===== config.mk =====
export PLATFORM = sky130hd
export DESIGN_NAME = ercm8_v2_0
export DESIGN_NICKNAME = d
export VERILOG_FILES = /design/src/rtl/ercm8_v2_0.sv
export SDC_FILE = /design/constraint.sdc
export NUM_CORES = 1
export LEC_CHECK = 0
export BUFFER_PORTS_ARGS = -buffer_cell sky130_fd_sc_hd__buf_2
export CAP_MARGIN = 40
export CORE_MARGIN = 2
export CORE_UTILIZATION = 40
export DETAILED_ROUTE_END_ITERATION = 16
export PLACE_DENSITY_LB_ADDON = 0.2
export SYNTH_ARGS = -nofsm -noshare
export SYNTH_HDL_FRONTEND = slang
export SYNTH_SLANG_ARGS = --single-unit

===== constraint.sdc =====
create_clock -name clk -period 0.8 [get_ports clk]
set_input_delay 0.04 -clock clk [delete_from_list [all_inputs] [get_ports clk]]
set_output_delay 0.04 -clock clk [all_outputs]
set_load 0.05 [all_outputs]

===== src/rtl/ercm8_v2_0.sv =====
// Registered 8x8 unsigned multiplier with mask-selectable OR-approximation of columns 0..6.
// Approximation is compiled in only when ERCM8_APPROX_EN is defined; otherwise the block is exact and mask is ignored.
module ercm8_v2_0 (
    input  logic        clk,
    input  logic        rst_n,
    input  logic [7:0]  dat_in_a,
    input  logic [7:0]  dat_in_b,
    input  logic [6:0]  mask,
    output logic [15:0] dat_o
);

    localparam int NCOL = 15;

    logic [NCOL-1:0] col_approx;
    logic [3:0]      col_val [NCOL];
    logic [15:0]     prod;

`ifdef ERCM8_APPROX_EN
    assign col_approx = {8'b0, mask};
`else
    logic unused_mask;
    assign unused_mask = ^mask;
    assign col_approx  = '0;
`endif

    // Each column gathers its pp bits into an 8-wide vector indexed by the b row.
    for (genvar j = 0; j < NCOL; j++) begin : g_col
        logic [7:0] bits;
        logic [3:0] cnt;
        for (genvar i = 0; i < 8; i++) begin : g_row
            if ((j - i) >= 0 && (j - i) < 8) begin : g_pp
                assign bits[i] = dat_in_a[j-i] & dat_in_b[i];
            end else begin : g_zero
                assign bits[i] = 1'b0;
            end
        end
        assign cnt        = 4'($countones(bits));
        // An approximated column keeps only the OR, so it never carries upward.
        assign col_val[j] = col_approx[j] ? {3'b0, |bits} : cnt;
    end

    always_comb begin
        prod = '0;
        for (int j = 0; j < NCOL; j++)
            prod = prod + ({12'b0, col_val[j]} << j);
    end

    always_ff @(posedge clk or negedge rst_n) begin
        if (!rst_n) dat_o <= '0;
        else        dat_o <= prod;
    end

endmodule


# After elaboration in Yosys (flattened, before gate mapping)
# Cells that the tools add are included.
# Widths: inputs -> output; s select.
totals:
  reg_bits: 16
  latch_bits: 0
  ram_bits: 0
  rom_bits: 0
  inputBits: 25
  output_inout_bits: 16
  elab_cells: 128
  mem_count: 0
classes:
  addsub: 63
  n_mul: 0
  n_div: 0
  magnitude_cmp: 0
  n_eq_ne: 0
  n_shift: 0
  mux: 0
  bitwise_logic: 64
  reduce_logical: 0
op_table:
  columns: ["operator", "count"]
  rows:
  - ["$and 1x1->1", 64]
  - ["$add 1x1->2", 28]
  - ["$add 16x15->16", 2]
  - ["$add 16x16->16", 2]
  - ["$add 2x2->3", 10]
  - ["$add 16x10->16", 1]
  - ["$add 16x11->16", 1]
  - ["$add 16x12->16", 1]
  - ["$add 16x13->16", 1]
  - ["$add 16x14->16", 1]
  - ["$add 16x5->16", 1]
  - ["$add 16x6->16", 1]
  - ["$add 16x8->16", 1]
  - ["$add 16x9->16", 1]
  - ["$add 3x3->4", 3]
  - ["$add 1x3->4", 2]
  - ["$add 1x2->3", 2]
  - ["$add 2x1->3", 2]
  - ["$add 2x3->4", 1]
  - ["$add 3x1->4", 1]
  - ["$add 3x2->4", 1]

# Logic depth before layout (Yosys ltp)
depth:
  word_depth: 16
  depth_mapped: 16
  ltp_nobuf: 16

# Least setup slack after synthesis
# OpenSTA, ideal clock, no wires.
synth_path:
  path_kind: "input -> register"
  startpoint: "input port dat_in_a[7]"
  endpoint: "register dat_o[15]"
  setup_ns: 0.132
  t_arrival_ns: 4.362
  required_ns: 0.668
  setup_slack_ns: -3.694
  cell_stages: 16
  path_buffers: 0
  cell_sequence: "and2_1 -> fa_1 -> inv_1 -> fa_1 -> inv_1 -> fa_1 -> ha_1 -> fa_1 -> xor2_1 -> fa_1 -> fa_1 -> ha_1 -> nand3_1 -> o211ai_2 -> o221ai_1 -> xor2_1"
synth_via:
  elab_chain_cells: 12
  elab_cells_between_ends: 28
  cone_classes: "add/sub: 20; bitwise: 8"
synth_rtl:
  columns: ["item", "line_no", "source"]
  rows:
  - ["start, declared", "6", "input logic [7:0] dat_in_a,"]
  - ["$and 1x1->1", "32", "assign bits[i] = dat_in_a[j-i] & dat_in_b[i];"]
  - ["$add 1x1->2 (not written as such)", "37", "assign cnt = 4'($countones(bits));"]
  - ["$add 2x2->3 (not written as such)", "37", null]
  - ["$add 3x3->4 (not written as such)", "37", null]
  - ["$add 16x11->16", "45", "prod = prod + ({12'b0, col_val[j]} << j);"]
  - ["$add 16x12->16", "45", null]
  - ["$add 16x13->16", "45", null]
  - ["$add 16x14->16", "45", null]
  - ["$add 16x15->16", "45", null]
  - ["$add 16x16->16 (2 in a row)", "45", null]
  - ["$add 16x15->16 (*)", "45", null]
  - ["named net prod[15]", "16", "logic [15:0] prod;"]
  - ["end signal, assigned", "50", "else dat_o <= prod;"]
  - ["end, declared", "9", "output logic [15:0] dat_o"]
# The timed path passes the listed nets; every way through them passes the cells marked *.

# Worst setup path after layout
layout_path:
  startpoint: "input port dat_in_a[4]"
  endpoint: "register dat_o[13]"
layout_via:
  elab_chain_cells: 15
  elab_cells_between_ends: 42
  cone_classes: "add/sub: 34; bitwise: 8"
layout_rtl:
  columns: ["item", "line_no"]
  rows:
  - ["$and 1x1->1", "32"]
  - ["$add 1x1->2 (not written as such)", "37"]
  - ["$add 2x2->3 (not written as such)", "37"]
  - ["$add 3x1->4 (not written as such)", "37"]
  - ["$add 16x8->16", "45"]
  - ["$add 16x9->16", "45"]
  - ["$add 16x10->16", "45"]
  - ["$add 16x11->16", "45"]
  - ["$add 16x12->16", "45"]
  - ["$add 16x13->16", "45"]
  - ["$add 16x14->16", "45"]
  - ["$add 16x15->16 (*)", "45"]
  - ["$add 16x16->16 (*) (2 in a row)", "45"]
  - ["$add 16x15->16 (*)", "45"]
  - ["named net prod[13]", "16"]
# Marks and branches as above.

==> metrics.md <==
| Metric | Value |
|---|---|
| Ant diodes | `0` |
| Ratio of final minimum period to clock period | `521%` |
| Hold WS | `0.0502 ns` |
| Critical path's most frequent cell | `fa_1` |
| Placed insts | `383` |
| VDD IR max | `2150 µV` |
| Critical path class | `input port to flop` |
| Max cap viols | `0` |
| IO Count | `41` |
| Fin cells | `395` |
| Layout Nets | `421` |
| Via count | `1922` |
| Area leader, netlist | `fa_1` |
| RSZ-0062 raised after global routing | `yes` |
| Slew @ Worst Pin | `0.366 ns` |
| Ordered cell list for the critical path | `buf_6 -> and2_4 -> fa_1 -> inv_1 -> fa_1 -> inv_1 -> fa_1 -> ha_4 -> fa_2 -> xor2_2 -> fa_2 -> fa_1 -> ha_4 -> nand3_1 -> o211ai_4 -> o41ai_2 -> xnor2_1` |
| Initial antenna violation count | `0` |
| Syn Area/Cell | `10.2 µm²` |
| Hold Path Origin | `dat_in_a[0]` |
| Fillers | `460` |
| Wire per inst | `13.0 µm` |
| Power per cell area | `3080 nW/µm²` |
| Final WL | `5150 µm` |
| Largest register by flop count | `dat_o` |
| Core area | `5890 µm²` |
| Most frequent cell after synthesis | `fa_1` |
| Residual DRC count | `0` |
| FFs w/ async S/R, synth | `100%` |
| Port bufs | `33` |
| Die Wd | `81.6 µm` |
| Share of cells above drive strength 1 | `42.2%` |
| Post-synthesis sequential area ratio | `16.6%` |
| Largest register FFs | `16` |
| Startpoint Class | `input port` |
| Floorplan die height | `81.6 µm` |
| Drt via density | `4.87` |
| Die area | `6660 µm²` |
| Failing checks | `setup timing` |
| Router iterations before antenna repair | `4` |
| Total track usage | `17.8%` |
| Max frequency | `240 MHz` |
| Pin count of the biggest net entering global routing | `17` |
| Main flop type after synthesis | `dfrtp_1` |
| Fin crit period | `4.17 ns` |
| Fin. Hold Viols | `0` |
| Setup TNS | `-34.88 ns` |
| Htree depth | `1` |
| Synth Cell Area | `2410 µm²` |
| FF+latch count, synth | `16` |
| Initial DRC Count | `37` |
| Row Count | `28` |
| Setup violators final | `30` |
| Vias in the first global route | `2063` |
| WHS Path Cells | `2` |
| GPL Wtd Cong | `0.821` |
| Cts bufs inserted | `3` |
| Slowest stage delay, CP | `0.56 ns` |
| Syn nets | `336` |
| Initial Util | `40.9%` |
| Post-synth cell types | `26` |
| Slowest cell on the critical path | `fa_1` |
| Antenna Nets Post-Route | `0` |
| Layout area overhead | `54.0%` |
| Clock slew at reported path FFs | `0.07 ns` |
| Clock Tree Buf Depth | `2` |
| Post-DP HPWL | `4250 µm` |
| Clock Root Buffer | `clkbuf_8` |
| TritonCTS clock tree | `yes` |
| Worst min path class | `input port to flop` |
| Yosys top cell area share | `32.4%` |
| CTS sink cnt | `16` |
| First-pass GRT wire length | `9230 µm` |
| Post-synth top cells | `fa_1 (39), and2_1 (37), ha_1 (36), inv_1 (36), nand2_1 (30)` |
| Status | `complete, but fails checks` |
| Warnings, synthesis | `0` |
| Post-synthesis instance total | `236` |
| Hold endpoint | `dat_o[0]` |
| Post-synth EDFFs | `0` |
| Grt total ovfl | `0` |
| Worst-path fanout max | `5` |
| Critical path capture point type | `flop` |
| Slew Limit Headroom | `75.6%` |
| Pre-CTS WS | `-3.74 ns` |
| P_leak | `1.76 nW` |
| Final worst slack | `-3.37 ns` |
| Worst Path Arrival | `4.34 ns` |
| Top flop regs | `dat_o (16)` |
| Largest cells by area after synthesis | `fa_1 (32%), ha_1 (19%), dfrtp_1 (17%), and2_1 (9.6%), inv_1 (5.6%)` |
| Max Slew Vio Count | `0` |
| Required time of the critical path | `0.97 ns` |
==> kinds of logic (layout without fill, tap and decap cells) <==
kind of cell	after synthesis	in the layout	share of synthesized area, %
AOI/OAI and AO/OA	16	16	5.35
xor gates and xnor gates	10	10	3.63
adders and majority gates	75	75	51.1
buffers and inverters	36	120	5.61
DFF	16	16	16.6
and+or+nand+nor	83	83	17.7
==> layout by cell type (no fill, tap or decap), drive strengths merged <==
| master | n |
|---|---|
| xnor2 | 6 |
| nand2 | 30 |
| nand2b | 1 |
| o21ai | 2 |
| nor2 | 3 |
| o221ai | 1 |
| nor2b | 2 |
| nand3 | 7 |
| buf | 79 |
| inv | 36 |
| o211ai | 2 |
| a21oi | 6 |
| clkbuf | 4 |
| o41ai | 1 |
| a31oi | 2 |
| and2 | 37 |
| nor3 | 1 |
| dlygate4sd3 | 1 |
| o2111ai | 2 |
| xor2 | 4 |
| and3 | 1 |
| fa | 39 |
| ha | 36 |
| or3 | 1 |
| dfrtp | 16 |
==> worst max-delay path by stage <==
stage,start,to,slack (ns),depth (start not counted)
2_1_floorplan,dat_in_a[4],dat_o[15],-3.48,16
3_3_place_gp,dat_in_a[4],dat_o[15],-3.70,17
3_5_place_dp,dat_in_a[4],dat_o[15],-3.74,17
4_1_cts,dat_in_a[4],dat_o[15],-3.37,17
5_1_grt,dat_in_a[4],dat_o[13],-3.52,17
6_report,dat_in_a[4],dat_o[13],-3.37,17
==> metal layers <==
layer / GRT usage (%) / wire length [µm] / up-vias
met1: 23.4 / 2300 / 949
li1: - / - / 922
met3: 1.10 / 128 / 10
met4: 5.50 / 109 / 0
met5: 0 / 0 / -
met2: 31.4 / 2610 / 41
==> power by group <==
group / internal [mW] / switching [mW] / total, mW
registers: 1.18 / 0.141 / 1.32
clock network: 0.436 / 0.289 / 0.726
logic: 4.72 / 4.67 / 9.38
total: 6.33 / 5.10 / 11.4
==> stage by stage <==
step	util, %	total power [mW]	area, µm²
after floorplan	-	6.78	2650
after global placement	54.4	8.74	3200
after detailed placement	54.4	8.75	3200
after CTS	59.9	10.4	3530
after global routing	63.1	12.4	3710
final	63.1	11.4	3710
==> worst max-delay path, delay by kind of cell <==
family	cells	cell delay, ns
simple gates	2	0.28
buf+inv	3	0.19
compound gates	2	0.34
fa+ha+maj	8	3.17
xor+xnor	2	0.30
==> cell type report <==
class / count / area, µm² / share of cell area [%]
clock buffers: 4 / 55.1 / 1.48
inverters: 36 / 135 / 3.64
multi-input cells: 184 / 2270 / 61.3
flip-flops and latches: 16 / 400 / 10.8
well taps: 75 / 93.8 / 2.53
repair buffers: 80 / 753 / 20.3
==> repair_timing <==
| item | in CTS | in global routing |
|---|---|---|
| pin swaps | 33 | 31 |
| hold endpoints to repair | 16 | 0 |
| setup endpoints to repair | 30 | 30 |
| gates resized for setup | 63 | 26 |
| cloned | 0 | 0 |
| buffers inserted | 4 | 5 |
| hold buffers | 1 | 0 |
Power figures use the tool's default switching activity.
